### src/rtl/sio_pkg.sv
// Shared definitions for the serial I/O bus controller: FSM state encoding,
// status register bit positions and command/data select levels.
// No ports; imported by the controller top.
package sio_pkg;

  typedef enum logic [2:0] {
    IDLE,
    STAT_RD,
    STAT_CAP,
    DATA_RD,
    DATA_CAP,
    DATA_WR
  } state_e;

  localparam int   STAT_TX_READY_BIT = 0;
  localparam int   STAT_RX_READY_BIT = 1;

  localparam logic CD_CMD  = 1'b1;
  localparam logic CD_DATA = 1'b0;

endpackage

### src/rtl/sio_bus_ctrl_if.sv
// Serial port strobe bus: ce/rd/wr/cd strobes, write data and read data.
// Latency: none, wires only. Backpressure: none, the port is polled via status.
// master = controller (drives strobes/wdata), slave = port (drives rdata).
interface sio_bus_ctrl_if;

  logic       sio_ce;
  logic       sio_rd;
  logic       sio_wr;
  logic       sio_cd;
  logic [7:0] sio_wdata;
  logic [7:0] sio_rdata;

  modport master (
    output sio_ce, sio_rd, sio_wr, sio_cd, sio_wdata,
    input  sio_rdata
  );

  modport slave (
    input  sio_ce, sio_rd, sio_wr, sio_cd, sio_wdata,
    output sio_rdata
  );

endinterface

### src/rtl/sync_fifo.sv
// Synchronous first-word-fall-through FIFO, 2**AW entries of W bits.
// Latency: pushed word visible on dout_o the cycle after the push.
// Backpressure: push ignored when full, pop ignored when empty; both may act together.
// Ports: clk/rst, push_i/din_i, pop_i, dout_o (0 while empty), full_o, empty_o, level_o.
module sync_fifo #(
  parameter int AW = 4,
  parameter int W  = 8
) (
  input  logic          clk,
  input  logic          rst,
  input  logic          push_i,
  input  logic [W-1:0]  din_i,
  input  logic          pop_i,
  output logic [W-1:0]  dout_o,
  output logic          full_o,
  output logic          empty_o,
  output logic [AW:0]   level_o
);

  localparam int DEPTH = 1 << AW;

  logic [W-1:0]  mem_q [DEPTH];
  logic [AW-1:0] wr_ptr_q, rd_ptr_q;
  logic [AW:0]   level_q;
  logic          do_push, do_pop;

  assign full_o  = (level_q == (AW+1)'(DEPTH));
  assign empty_o = (level_q == '0);
  assign level_o = level_q;

  assign do_push = push_i && !full_o;
  assign do_pop  = pop_i && !empty_o;

  // Head is forced to zero while empty so the output is defined after reset.
  assign dout_o = empty_o ? '0 : mem_q[rd_ptr_q];

  always_ff @(posedge clk) begin
    if (rst) begin
      wr_ptr_q <= '0;
      rd_ptr_q <= '0;
      level_q  <= '0;
    end else begin
      if (do_push) wr_ptr_q <= wr_ptr_q + 1'b1;
      if (do_pop)  rd_ptr_q <= rd_ptr_q + 1'b1;
      case ({do_push, do_pop})
        2'b10:   level_q <= level_q + 1'b1;
        2'b01:   level_q <= level_q - 1'b1;
        default: level_q <= level_q;
      endcase
    end
  end

  // Storage carries no reset; contents are only observable through the pointers.
  always_ff @(posedge clk) begin
    if (do_push) mem_q[wr_ptr_q] <= din_i;
  end

endmodule

### src/rtl/sio_bus_ctrl.sv
// Autonomous serial port bus master: polls port status, moves RX bytes into a FIFO, feeds TX FIFO bytes out.
// Latency: idle poll 3 cycles; port byte to RX FIFO <= 5 cycles; tx_push to port write 4 cycles best case.
// Backpressure: RX full leaves the byte in the port; tx_push ignored when tx_full, rx_pop ignored when rx_empty.
// Ports: clk/rst; host TX side tx_data/tx_push/tx_full/tx_level; host RX side rx_data/rx_pop/rx_empty;
//        err/err_clr sticky error flags; sio = port strobe bus (master side).
// Build option SIO_CTRL_ERR_EN: enables the sticky push-when-full / pop-when-empty flags, else err = 0.
module sio_bus_ctrl
  import sio_pkg::*;
#(
  parameter int FIFO_AW = 4
) (
  input  logic               clk,
  input  logic               rst,
  input  logic [7:0]         tx_data,
  input  logic               tx_push,
  output logic               tx_full,
  output logic [FIFO_AW:0]   tx_level,
  output logic [7:0]         rx_data,
  input  logic               rx_pop,
  output logic               rx_empty,
  output logic [1:0]         err,
  input  logic               err_clr,
  sio_bus_ctrl_if.master     sio
);

  state_e       state_q, state_d;

  logic         ce, rd, wr, cd;
  logic [7:0]   wdata;
  logic         tx_pop_int, rx_push_int;
  logic [7:0]   tx_head;
  logic         tx_empty, rx_full;
  logic [FIFO_AW:0] rx_level_unused;

  sync_fifo #(.AW(FIFO_AW), .W(8)) u_tx_fifo (
    .clk     (clk),
    .rst     (rst),
    .push_i  (tx_push),
    .din_i   (tx_data),
    .pop_i   (tx_pop_int),
    .dout_o  (tx_head),
    .full_o  (tx_full),
    .empty_o (tx_empty),
    .level_o (tx_level)
  );

  sync_fifo #(.AW(FIFO_AW), .W(8)) u_rx_fifo (
    .clk     (clk),
    .rst     (rst),
    .push_i  (rx_push_int),
    .din_i   (sio.sio_rdata),
    .pop_i   (rx_pop),
    .dout_o  (rx_data),
    .full_o  (rx_full),
    .empty_o (rx_empty),
    .level_o (rx_level_unused)
  );

  always_ff @(posedge clk) begin
    if (rst) state_q <= IDLE;
    else     state_q <= state_d;
  end

  always_comb begin
    state_d     = state_q;
    ce          = 1'b0;
    rd          = 1'b0;
    wr          = 1'b0;
    cd          = 1'b0;
    wdata       = 8'h00;
    tx_pop_int  = 1'b0;
    rx_push_int = 1'b0;
    unique case (state_q)
      IDLE: state_d = STAT_RD;
      STAT_RD: begin
        ce      = 1'b1;
        rd      = 1'b1;
        cd      = CD_CMD;
        state_d = STAT_CAP;
      end
      STAT_CAP: begin
        // The status byte is on sio_rdata this cycle; RX service wins over TX.
        if (sio.sio_rdata[STAT_RX_READY_BIT] && !rx_full)
          state_d = DATA_RD;
        else if (sio.sio_rdata[STAT_TX_READY_BIT] && !tx_empty)
          state_d = DATA_WR;
        else
          state_d = IDLE;
      end
      DATA_RD: begin
        ce      = 1'b1;
        rd      = 1'b1;
        cd      = CD_DATA;
        state_d = DATA_CAP;
      end
      DATA_CAP: begin
        rx_push_int = 1'b1;
        state_d     = IDLE;
      end
      DATA_WR: begin
        ce         = 1'b1;
        wr         = 1'b1;
        cd         = CD_DATA;
        wdata      = tx_head;
        tx_pop_int = 1'b1;
        state_d    = IDLE;
      end
      default: state_d = IDLE;
    endcase
  end

  assign sio.sio_ce    = ce;
  assign sio.sio_rd    = rd;
  assign sio.sio_wr    = wr;
  assign sio.sio_cd    = cd;
  assign sio.sio_wdata = wdata;

`ifdef SIO_CTRL_ERR_EN
  logic [1:0] err_q, err_d;

  // Clear first, then set, so a set event in the clearing cycle survives.
  always_comb begin
    err_d = err_clr ? 2'b00 : err_q;
    if (tx_push && tx_full)  err_d[0] = 1'b1;
    if (rx_pop  && rx_empty) err_d[1] = 1'b1;
  end

  always_ff @(posedge clk) begin
    if (rst) err_q <= 2'b00;
    else     err_q <= err_d;
  end

  assign err = err_q;
`else
  logic unused_err_clr;
  assign unused_err_clr = err_clr;
  assign err            = 2'b00;
`endif

endmodule

### src/flat_wrapper.sv
// flat-port wrapper written by rule: the top's interface ports become plain ports
module sio_bus_ctrl_flat import sio_pkg::*;
#(
  parameter int FIFO_AW = 4
)
  (clk, rst, tx_data, tx_push, tx_full, tx_level, rx_data, rx_pop, rx_empty, err, err_clr, sio_sio_ce, sio_sio_rd, sio_sio_wr, sio_sio_cd, sio_sio_wdata, sio_sio_rdata);
  sio_bus_ctrl_if sio_i ();
  input  logic clk;
  input  logic rst;
  input  logic [7:0] tx_data;
  input  logic tx_push;
  output logic tx_full;
  output logic [FIFO_AW:0] tx_level;
  output logic [7:0] rx_data;
  input  logic rx_pop;
  output logic rx_empty;
  output logic [1:0] err;
  input  logic err_clr;
  output wire logic [$bits(sio_i.sio_ce)-1:0] sio_sio_ce;
  output wire logic [$bits(sio_i.sio_rd)-1:0] sio_sio_rd;
  output wire logic [$bits(sio_i.sio_wr)-1:0] sio_sio_wr;
  output wire logic [$bits(sio_i.sio_cd)-1:0] sio_sio_cd;
  output wire logic [$bits(sio_i.sio_wdata)-1:0] sio_sio_wdata;
  input wire logic [$bits(sio_i.sio_rdata)-1:0] sio_sio_rdata;
  assign sio_sio_ce = sio_i.sio_ce;
  assign sio_sio_rd = sio_i.sio_rd;
  assign sio_sio_wr = sio_i.sio_wr;
  assign sio_sio_cd = sio_i.sio_cd;
  assign sio_sio_wdata = sio_i.sio_wdata;
  assign sio_i.sio_rdata = sio_sio_rdata;
  sio_bus_ctrl #(.FIFO_AW(FIFO_AW)) u_core (.clk(clk), .rst(rst), .tx_data(tx_data), .tx_push(tx_push), .tx_full(tx_full), .tx_level(tx_level), .rx_data(rx_data), .rx_pop(rx_pop), .rx_empty(rx_empty), .err(err), .err_clr(err_clr), .sio(sio_i));
endmodule
### config.mk
export PLATFORM = sky130hd
export DESIGN_NAME = sio_bus_ctrl_flat
export DESIGN_NICKNAME = d
export VERILOG_FILES = /design/src/rtl/sio_pkg.sv /design/src/rtl/sio_bus_ctrl_if.sv /design/src/rtl/sync_fifo.sv /design/src/rtl/sio_bus_ctrl.sv /design/src/flat_wrapper.sv
export SDC_FILE = /design/constraint.sdc
export NUM_CORES = 1
export LEC_CHECK = 0
export BUFFER_PORTS_ARGS = -buffer_cell sky130_fd_sc_hd__buf_4
export CAP_MARGIN = 20
export CORE_MARGIN = 3
export CORE_UTILIZATION = 25
export CTS_CLUSTER_SIZE = 10
export DETAILED_ROUTE_END_ITERATION = 10
export PLACE_DENSITY = 0.37
export SYNTH_ARGS = -nofsm -noshare
export SYNTH_HDL_FRONTEND = slang
export SYNTH_SLANG_ARGS = --single-unit
### constraint.sdc
create_clock -name clk -period 3.73 [get_ports clk]
set_input_delay 0 -clock clk [delete_from_list [all_inputs] [get_ports clk]]
set_output_delay 0 -clock clk [all_outputs]
set_load 0.02 [all_outputs]
==> results of run 1 <==
==> worst max-delay path, delay by kind of cell (launching register included) <==
family / cells / cell delay (ns)
fa+ha+maj: 2 / 0.69
compound gates: 2 / 0.59
flops: 1 / 0.45
mux: 1 / 0.37
buf+inv: 1 / 0.10
simple gates: 3 / 0.90
==> repair_timing <==
item,CTS,global route
setup buffers,0,0
hold endpoints to repair,293,0
hold buffers,19,0
==> power by group <==
part / internal, uW / switching (uW) / total, uW
clock network: 1900 / 1320 / 3220
registers: 3590 / 26.2 / 3620
logic: 122 / 164 / 286
==> Yosys cell counts (2+ instances only) <==
cell / count / area share
nand2_1: 20 / 0.0063
nor2b_1: 20 / 0.011
mux2i_1: 11 / 0.0093
nor2_1: 58 / 0.018
buf_1: 5 / 0.0016
nor4_1: 3 / 0.0016
inv_1: 7 / 0.0022
nand4_1: 5 / 0.0026
nor3b_1: 2 / 0.0013
a21boi_1: 2 / 0.0013
buf_6: 2 / 0.0019
clkbuf_1: 23 / 0.0073
ha_1: 16 / 0.017
nand3b_1: 3 / 0.0019
buf_4: 3 / 0.0019
o21ai_0: 2 / 0.00085
nor3_1: 8 / 0.0034
mux4_2: 72 / 0.14
a211oi_1: 17 / 0.011
edfxtp_1: 256 / 0.65
dfxtp_1: 37 / 0.063
o31ai_1: 2 / 0.0013
a21oi_2: 2 / 0.0015
a31oi_1: 2 / 0.0011
xnor2_1: 5 / 0.0037
a21o_1: 3 / 0.0019
nand2b_1: 7 / 0.0037
xor2_1: 16 / 0.012
and2_1: 2 / 0.0011
a21oi_1: 7 / 0.0030
nor4b_1: 2 / 0.0015
buf_2: 6 / 0.0025
==> cells by family after synthesis <==
kind of cell             after synthesis  synth area share
AND/OR/NAND/NOR                      138           0.05815
multiplexers                          85            0.1482
AO/OA/AOI/OAI                         47           0.02907
other                                  1         0.0003169
XOR/XNOR                              21           0.01554
adder cells (fa/ha/maj)               16           0.01691
buffers and inverters                 48           0.01966
flip-flops                           293            0.7121
==> through the flow <==
stage,power (uW),util,hold WS (ns)
6_report,7122,0.3047,0.3056
5_1_grt,7402,0.3047,0.3151
4_1_cts,7264,0.3047,0.2805
3_5_place_dp,3962,0.2777,0.3055
3_3_place_gp,3952,0.2777,0.2861
2_1_floorplan,3831,-,0.09887
==> path summary, 6_finish.rpt <==
check | startpoint | endpoint | slack [ns] | cells past startpoint
min | sio_sio_rdata[2] | u_core.u_rx_fifo.mem_q[4][2]$_DFFE_PP_ | 0.31 | 2
max | u_core.state_q[2]$_SDFF_PP0_ | u_core.u_rx_fifo.level_o[4]$_SDFFE_PP0P_ | 0.51 | 9
max reg2reg | u_core.state_q[2]$_SDFF_PP0_ | u_core.u_rx_fifo.level_o[4]$_SDFFE_PP0P_ | 0.51 | 9
min reg2reg | u_core.u_rx_fifo.rd_ptr_q[3]$_SDFFE_PP0P_ | flip-flop | 0.51 | 2
==> final cells by class <==
cell class / instances / area, um2 / area share
sequential: 293 / 8432 / 0.5931
tap: 607 / 759.5 / 0.05342
clock buffer: 51 / 978.4 / 0.06883
multi-input combinational: 309 / 3178 / 0.2236
timing repair buffer: 91 / 743.2 / 0.05228
inverter: 8 / 32.53 / 0.002288
clock inverter: 8 / 92.59 / 0.006513
==> flip-flops by register name (all words and copies together) (netlist names), named ones only <==
signal,count
u_core.u_rx_fifo.wr_ptr_q,4
u_core.u_rx_fifo.mem_q,128
u_core.u_tx_fifo.wr_ptr_q,4
u_core.u_rx_fifo.level_o,5
u_core.u_rx_fifo.rd_ptr_q,4
u_core.u_tx_fifo.mem_q,128
u_core.state_q,3
u_core.u_tx_fifo.rd_ptr_q,4
u_core.u_tx_fifo.level_o,5
==> per-layer routing <==
layer / wire (um) / share of wire
met1: 13510 / 0.47
met2: 13420 / 0.47
met3: 920 / 0.032
met4: 710 / 0.025
met5: 0 / 0
==> impl_metrics.tcl, run 1 <==
set metrics [dict create \
    status "finished clean" \
    rsz0062_at_grt "false" \
    grt_use_met1 0.1598 \
    grt_pass1_vias 6557 \
    dp.cells 1289 \
    via_per_inst 4.499 \
    yosysWarningCount 0 \
    fillCellCount 4555 \
    synth-edff-count 256 \
    die_height_um 223.6 \
    max_cap_viol_count 0 \
    worst_slack_ns 0.5133 \
    fin_tns_setup_ns 0 \
    cts_resized 0 \
    worstMarginPinSlew_ns 1.054 \
    grt-ovfl-total 0 \
    first_pass_iters 4 \
    cts_sinks 293 \
    cts_tree "yes" \
    ant_nets 0 \
    grt_pass1_wl_um 42440 \
    fin_cells 1367 \
    routedWlPerCell_um 20.89 \
    ys_types 55 \
    skew_ns 0.01802 \
    grt_usage 0.1155 \
    crit_type "flip-flop to flip-flop" \
    synth_ff_type "edfxtp_1" \
    clockBufferDepth 3 \
    seq_area_frac_synth 0.7121 \
    cellPowerDensity_mw_per_mm2 501.0 \
    drive_gt1_frac 0.2618 \
    layout_common_cells "edfxtp_1, mux4_2, buf_4, nor2_1, clkbuf_16" \
    drtIter0Drc 356 \
    clkTransAtPathRegs_ns 0.06 \
    slowest_delay_ns 0.49 \
    clock_latency_ns 0.54 \
    grt_util_met2 0.1834 \
    cp_slowest_cell "or3b_1" \
    p_leak_uw 0.004517 \
    max_slew_margin 0.2946 \
    dp_slack_ns 0.5317 \
    required_ns 4.15 \
    area_delta_synth_final_pct 20.12 \
    ys_ff_latch 293 \
    gp_congestion 0.7124 \
    htreeDepth 2 \
    setup_viol 0 \
    startpoint_type "flip-flop" \
    cp_cell_sequence "or3b_1, a21oi_2, inv_1, ha_1, ha_1, a41oi_1, nor2b_1, nor4_1, mux2_2" \
    core_mm2 0.04665 \
    endpoint_kind "flip-flop" \
    final_common_cell "edfxtp_1" \
    async_reset_ff_frac 0 \
    place_area_mm2 0.01295 \
    die-area_mm2 0.04999 \
    cts_buffers 37 \
    cp_common_cell "ha_1" \
    numPortBuffers 46 \
    use_met3 0.02424 \
    critPathMaxFanout 9 \
    die_x_um 223.6 \
    syn_inst 649 \
    n_antenna_cell 0 \
    grt_start_max_net_pins 42 \
    hp-class "input pin to flip-flop" \
    hpwlAfterDp_um 17670 \
    cts-root-buf "clkbuf_16" \
    top_usage_layer "met2" \
    timing.final.crit_share 0.8624 \
    vias 6150 \
    layout.nets 777 \
    io_pins 50 \
    finalWirelength_um 28550 \
    ir_drop_uv 280.2 \
    cp.arrival_ns 3.64 \
    hold_viol_final 0 \
    antenna_found_initial 0 \
    min_period_ns 3.217 \
    drc_errors 0 \
    avgSynthCellArea_um2 18.24 \
    syn_area_mm2 0.01184 \
    stdcell_area_mm2 0.01422 \
    initial_utilization 0.2537 \
    rows 79 \
    drv_slew 0 \
    fmax_mhz 310.9 \
]
Power figures use the tool's default switching activity.
==> inputs of run 2 (changes only) <==
--- a/config.mk
+++ b/config.mk
@@ -8,10 +8,11 @@
 export BUFFER_PORTS_ARGS = -buffer_cell sky130_fd_sc_hd__buf_4
 export CAP_MARGIN = 20
 export CORE_MARGIN = 3
-export CORE_UTILIZATION = 25
+export CORE_UTILIZATION = 60
 export CTS_CLUSTER_SIZE = 10
 export DETAILED_ROUTE_END_ITERATION = 10
-export PLACE_DENSITY = 0.37
+export PLACE_DENSITY = 0.76
+export SKIP_LAST_GASP = 1
 export SYNTH_ARGS = -nofsm -noshare
 export SYNTH_HDL_FRONTEND = slang
 export SYNTH_SLANG_ARGS = --single-unit
==> impl_metrics.tcl, run 2 (synthesized netlist as in run 1, its figures left out) <==
set metrics [dict create \
    holdPathStages 5 \
    layout_common_cells "edfxtp_1, mux4_2, buf_4, nor2_1" \
    endpoint_kind "flip-flop" \
    cp.arrival_ns 3.65 \
    startpoint_type "flip-flop" \
    grt_start_max_net_pins 42 \
    via_per_inst 6.204 \
    ant_nets 0 \
    drtIter0Drc 500 \
    clkTransAtPathRegs_ns 0.05 \
    initial_utilization 0.6223 \
    vias 6297 \
    gp_congestion 0.8063 \
    fin_cells 1015 \
    hp-class "input pin to flip-flop" \
    cts_setup_buffers 0 \
    cellPowerDensity_mw_per_mm2 499.2 \
    r2r-start "u_core.u_tx_fifo.level_o[1]$_SDFFE_PP0P_" \
    grt_pass1_vias 6491 \
    switching_power_uw 1375 \
    holdBufCountCts 18 \
    ff2ff_setup_slack_ns 0.44 \
    cp_slowest_cell "or4b_2" \
    crit_type "flip-flop to flip-flop" \
    cts-root-buf "clkbuf_16" \
    r2r-end "u_core.u_tx_fifo.level_o[2]$_SDFFE_PP0P_" \
    cp_common_cell "ha_1" \
    die_x_um 146.4 \
    antenna_found_initial 0 \
    io_pins 50 \
    p_leak_uw 0.004467 \
    min_to "u_core.u_tx_fifo.level_o[4]$_SDFFE_PP0P_" \
    p_int_uw 5442 \
    r2r_cells 10 \
    hp-start "tx_push" \
    htreeDepth 2 \
    first_pass_iters 5 \
    worstMarginPinSlew_ns 1.015 \
    die-area_mm2 0.02145 \
    max_slew_margin 0.3206 \
    numPortBuffers 46 \
    clock_latency_ns 0.51 \
    die_height_um 146.4 \
    routedWlPerCell_um 24.27 \
    drv_slew 0 \
    pwr-share-seq 0.531 \
    drive_gt1_frac 0.2570 \
    max_cap_viol_count 0 \
    fin_tns_setup_ns 0 \
    grt_usage 0.2341 \
    rsz0062_at_grt "false" \
    layout.nets 774 \
    core_mm2 0.01902 \
    p_comb_frac 0.040 \
    dp.cells 942 \
    timing.final.crit_share 0.8809 \
    place_area_mm2 0.01251 \
    area_delta_synth_final_pct 15.38 \
    required_ns 4.09 \
    hold_viol_final 0 \
    p_sw_frac 0.2017 \
    setup_viol 0 \
    stdcell_area_mm2 0.01366 \
    clockBufferDepth 3 \
    status "finished clean" \
    cts_buffers 35 \
    grt-ovfl-total 0 \
    grt_pass1_wl_um 38060 \
    n_antenna_cell 0 \
    hpwlAfterDp_um 14850 \
    drc_errors 0 \
    cts_sinks 293 \
    reg_top3 "u_core.u_rx_fifo.mem_q (128), u_core.u_tx_fifo.mem_q (128)" \
    cp_cell_sequence "or4_4, o21ai_4, inv_4, ha_1, xor2_1, ha_1, or4b_2, nand3_1, xnor2_1, nor2_1" \
    slowest_delay_ns 0.64 \
    skew_ns 0.01896 \
    crit_start "u_core.u_tx_fifo.level_o[1]$_SDFFE_PP0P_" \
    ir_drop_uv 529.8 \
    fmax_mhz 304.3 \
    clkPwrFrac 0.428 \
    min_period_ns 3.286 \
    final_common_cell "edfxtp_1" \
    cts_resized 0 \
    cts_tree "yes" \
    rows 50 \
    critPathMaxFanout 10 \
    finalWirelength_um 24640 \
]
## run 2: changes by cell type in the layout (fill, tap and decap cells not counted), sizes merged
| cell | before | now |
|---|---|---|
| clkbuf | 51 | 50 |
| bufinv | 1 | 0 |
| clkinv | 5 | 2 |
| clkinvlp | 1 | 0 |
| dlygate4sd3 | 19 | 18 |
| inv | 9 | 11 |
## run 2: worst max path at each step
stage | to
floorplan | u_core.u_tx_fifo.level_o[2]$_SDFFE_PP0P_
global placement | u_core.u_tx_fifo.level_o[2]$_SDFFE_PP0P_
detailed placement | u_core.u_tx_fifo.level_o[2]$_SDFFE_PP0P_
CTS | u_core.u_tx_fifo.level_o[2]$_SDFFE_PP0P_
global route | u_core.u_rx_fifo.level_o[4]$_SDFFE_PP0P_
finish | u_core.u_tx_fifo.level_o[2]$_SDFFE_PP0P_
## run 2: area by class of cell
cell class,count,area (um2)
flip-flops and latches,293,8431
fillers,1172,5363
multi-input cells,309,3178
clock buffers,50,932.1
repair buffers,90,720.7
well taps,260,325.3
clock inverters,5,36.28
inverters,8,32.53
## run 2: worst max-delay path: cells and delay by family, from the launching register on
kind	cells	cell delay (ns)
adders and majority gates	2	0.57
AOI/OAI and AO/OA	1	0.35
xor gates and xnor gates	2	0.33
DFF	1	0.41
and+or+nand+nor	4	1.40
buffers and inverters	1	0.10
## run 2: routing by layer
| metal | GRT usage | vias to the layer above | part of all wire |
|---|---|---|---|
| met4 | 0.06303 | 0 | 0.021 |
| li1 | - | 2734 | - |
| met1 | 0.3288 | 3243 | 0.41 |
| met3 | 0.04004 | 48 | 0.067 |
| met5 | 0 | - | 0 |
| met2 | 0.3887 | 272 | 0.50 |
## run 2: power by group through the flow
stage                     Combinational, uW  Clock (uW)  Sequential (uW)
after floorplan                         155           0             3680
after global placement                  245           0             3680
after detailed placement                256           0             3690
after CTS                               274        2960             3620
after global routing                    297        3100             3620
final                                   275        2920             3620
## run 2: stage by stage
stage                       util  worst slack (ns)  total power, uW  hold WS [ns]
final                     0.7180            0.4441             6816       0.04185
after global routing      0.7180            0.3050             7023       0.05417
after CTS                 0.7180            0.4478             6859       0.02598
after detailed placement  0.6576            0.4728             3942        0.3095
after global placement    0.6576            0.6002             3927        0.2838
after floorplan                -            0.5870             3831       0.09887
==> inputs of run 3 (changes only) <==
--- a/config.mk
+++ b/config.mk
@@ -7,11 +7,13 @@
 export LEC_CHECK = 0
 export BUFFER_PORTS_ARGS = -buffer_cell sky130_fd_sc_hd__buf_4
 export CAP_MARGIN = 20
+export CELL_PAD_IN_SITES_DETAIL_PLACEMENT = 0
+export CELL_PAD_IN_SITES_GLOBAL_PLACEMENT = 1
 export CORE_MARGIN = 3
-export CORE_UTILIZATION = 60
+export CORE_UTILIZATION = 53
 export CTS_CLUSTER_SIZE = 10
 export DETAILED_ROUTE_END_ITERATION = 10
-export PLACE_DENSITY = 0.76
+export PLACE_DENSITY = 0.77
 export SKIP_LAST_GASP = 1
 export SYNTH_ARGS = -nofsm -noshare
 export SYNTH_HDL_FRONTEND = slang
==> impl_metrics.tcl, run 3 (synthesized netlist as in run 1, its figures left out) <==
set metrics [dict create \
    grt-ovfl-total 0 \
    die-area_mm2 0.02416 \
    antenna_found_initial 0 \
    layout.nets 768 \
    max_cap_viol_count 0 \
    via_per_inst 5.891 \
    cts_sinks 293 \
    r2r-start "u_core.u_tx_fifo.level_o[1]$_SDFFE_PP0P_" \
    fin_tns_setup_ns 0 \
    htreeDepth 2 \
    worstMarginPinSlew_ns 0.9802 \
    timing.final.crit_share 0.8779 \
    drv_slew 0 \
    setup_viol 0 \
    drc_errors 0 \
    fmax_mhz 305.4 \
    skew_ns 0.01766 \
    die_x_um 155.4 \
    multi_input_area_mm2 0.003178 \
    rsz0062_at_grt "false" \
    min_period_ns 3.275 \
    r2r-end "u_core.u_tx_fifo.level_o[2]$_SDFFE_PP0P_" \
    path_buf_inv 1 \
    cp_common_cell "ha_1" \
    die_height_um 155.4 \
    layout_common_cells "edfxtp_1, mux4_2, buf_4, nor2_1, clkbuf_16" \
    cp_cell_sequence "or4_4, o21ai_4, inv_4, ha_1, xor2_1, ha_1, or4b_2, nand3_1, xnor2_1, nor2_1" \
    cp.arrival_ns 3.64 \
    final_common_cell "edfxtp_1" \
    r2r_cells 10 \
    stdcell_area_mm2 0.01371 \
    ant_nets 0 \
    cts_buffers 35 \
    slowest_delay_ns 0.65 \
    ff2ff_setup_slack_ns 0.46 \
    p_leak_uw 0.004460 \
    area_delta_synth_final_pct 15.82 \
    cts_tree "yes" \
    ir_drop_uv 303.6 \
    cts-root-buf "clkbuf_16" \
    initial_utilization 0.5406 \
    cp_slowest_cell "or4b_2" \
    clkTransAtPathRegs_ns 0.05 \
    drtIter0Drc 473 \
    numPortBuffers 46 \
    finalWirelength_um 23660 \
    critPathMaxFanout 10 \
    endpoint_kind "flip-flop" \
    grt_start_max_net_pins 42 \
    holdPathStages 5 \
    place_area_mm2 0.01249 \
    clkPwrFrac 0.441 \
    grt_util_met2 0.3144 \
    grt_use_met1 0.3003 \
    cts_setup_buffers 0 \
    hp-class "input pin to flip-flop" \
    min_to "u_core.u_tx_fifo.level_o[4]$_SDFFE_PP0P_" \
    finalPower_uw 6957 \
    clockBufferDepth 3 \
    io_pins 50 \
    hold_viol_final 0 \
    grt_pass1_wl_um 36950 \
    gp_congestion 0.8119 \
    drive_gt1_frac 0.2483 \
    switching_power_uw 1405 \
    p_comb_frac 0.039 \
    routedWlPerCell_um 22.81 \
    core_mm2 0.02189 \
    pwr-share-seq 0.520 \
    first_pass_iters 5 \
    cellPowerDensity_mw_per_mm2 507.6 \
    status "finished clean" \
    use_met3 0.04061 \
    grt_usage 0.2028 \
    clock_latency_ns 0.51 \
    vias 6109 \
    hp-start "tx_push" \
    n_antenna_cell 0 \
    worst_slack_ns 0.4554 \
    dp_slack_ns 0.4936 \
    path_delay_family "simple AND/OR/NAND/NOR gates" \
    seqCellArea_mm2 0.008431 \
    crit_type "flip-flop to flip-flop" \
    fin_util 0.6261 \
    fillCellCount 1536 \
    p_int_uw 5552 \
    p_sw_frac 0.2019 \
    hpwlAfterDp_um 14790 \
    top_usage_layer "met2" \
    reg_top3 "u_core.u_rx_fifo.mem_q (128), u_core.u_tx_fifo.mem_q (128)" \
    startpoint_type "flip-flop" \
    max_slew_margin 0.3441 \
    grt_pass1_vias 6345 \
    required_ns 4.10 \
    rows 54 \
]
[run 3: changes by cell type in the layout (fill, tap and decap cells not counted)]
cell       previous run  this run
buf_4                72        66
inv_6                 3         1
clkbuf_8              0         2
clkinv_1              0         1
clkinv_2              2         0
clkinv_8              0         1
clkbuf_1             15        22
clkbuf_16            35        36
[run 3: power groups by stage]
stage                     clock network (uW)  registers [uW]  logic [uW]
final                                   3070            3620         272
after global routing                    3260            3620         297
after CTS                               3130            3620         274
after detailed placement                   0            3690         257
after global placement                     0            3680         247
after floorplan                            0            3680         155
[run 3: per-layer routing]
metal | wire, um | part of all wire | up-vias
met5 | 0 | 0 | -
met4 | 439 | 0.019 | 0
met3 | 1537 | 0.065 | 35
met2 | 11280 | 0.48 | 208
met1 | 10400 | 0.44 | 3130
li1 | - | - | 2736
[run 3: repair_timing]
action / CTS / global route
gates resized for setup: 0 / 0
endpoints found under the hold margin: 288 / 0
hold buffers: 18 / 0
[run 3: worst max path at each step]
stage                                                  start                                  endpoint  slack, ns  cells past startpoint
global route        u_core.u_tx_fifo.level_o[1]$_SDFFE_PP0P_  u_core.u_tx_fifo.level_o[2]$_SDFFE_PP0P_       0.28                     10
global placement    u_core.u_tx_fifo.level_o[1]$_SDFFE_PP0P_  u_core.u_tx_fifo.level_o[2]$_SDFFE_PP0P_       0.57                     10
floorplan           u_core.u_tx_fifo.level_o[1]$_SDFFE_PP0P_  u_core.u_tx_fifo.level_o[2]$_SDFFE_PP0P_       0.59                     12
CTS                 u_core.u_tx_fifo.level_o[1]$_SDFFE_PP0P_  u_core.u_tx_fifo.level_o[2]$_SDFFE_PP0P_       0.49                     10
finish              u_core.u_tx_fifo.level_o[1]$_SDFFE_PP0P_  u_core.u_tx_fifo.level_o[2]$_SDFFE_PP0P_       0.46                     10
detailed placement  u_core.u_tx_fifo.level_o[1]$_SDFFE_PP0P_  u_core.u_tx_fifo.level_o[2]$_SDFFE_PP0P_       0.49                     10
[run 3: stage by stage]
step           hold slack [ns]  cells
6_report               0.03925   1037
5_1_grt                0.05355   1037
4_1_cts                0.02508   1037
3_5_place_dp            0.3066    956
3_3_place_gp            0.2872    956
2_1_floorplan          0.09887    650
[run 3: area by class of cell]
class / count / share of cell area
flip-flops and latches: 293 / 0.6151
multi-input cells: 309 / 0.2319
clock buffers: 60 / 0.07376
repair buffers: 84 / 0.04929
well taps: 280 / 0.02556
inverters: 8 / 0.002373
clock inverters: 3 / 0.002099
[run 3: worst reg2reg max path, delay by kind of cell (launching register included)]
family                   cells  cell delay (ns)
buffers and inverters        1             0.10
AO/OA/AOI/OAI                1             0.36
adder cells (fa/ha/maj)      2             0.57
flip-flops                   1             0.40
AND/OR/NAND/NOR              4             1.40
XOR/XNOR                     2             0.32
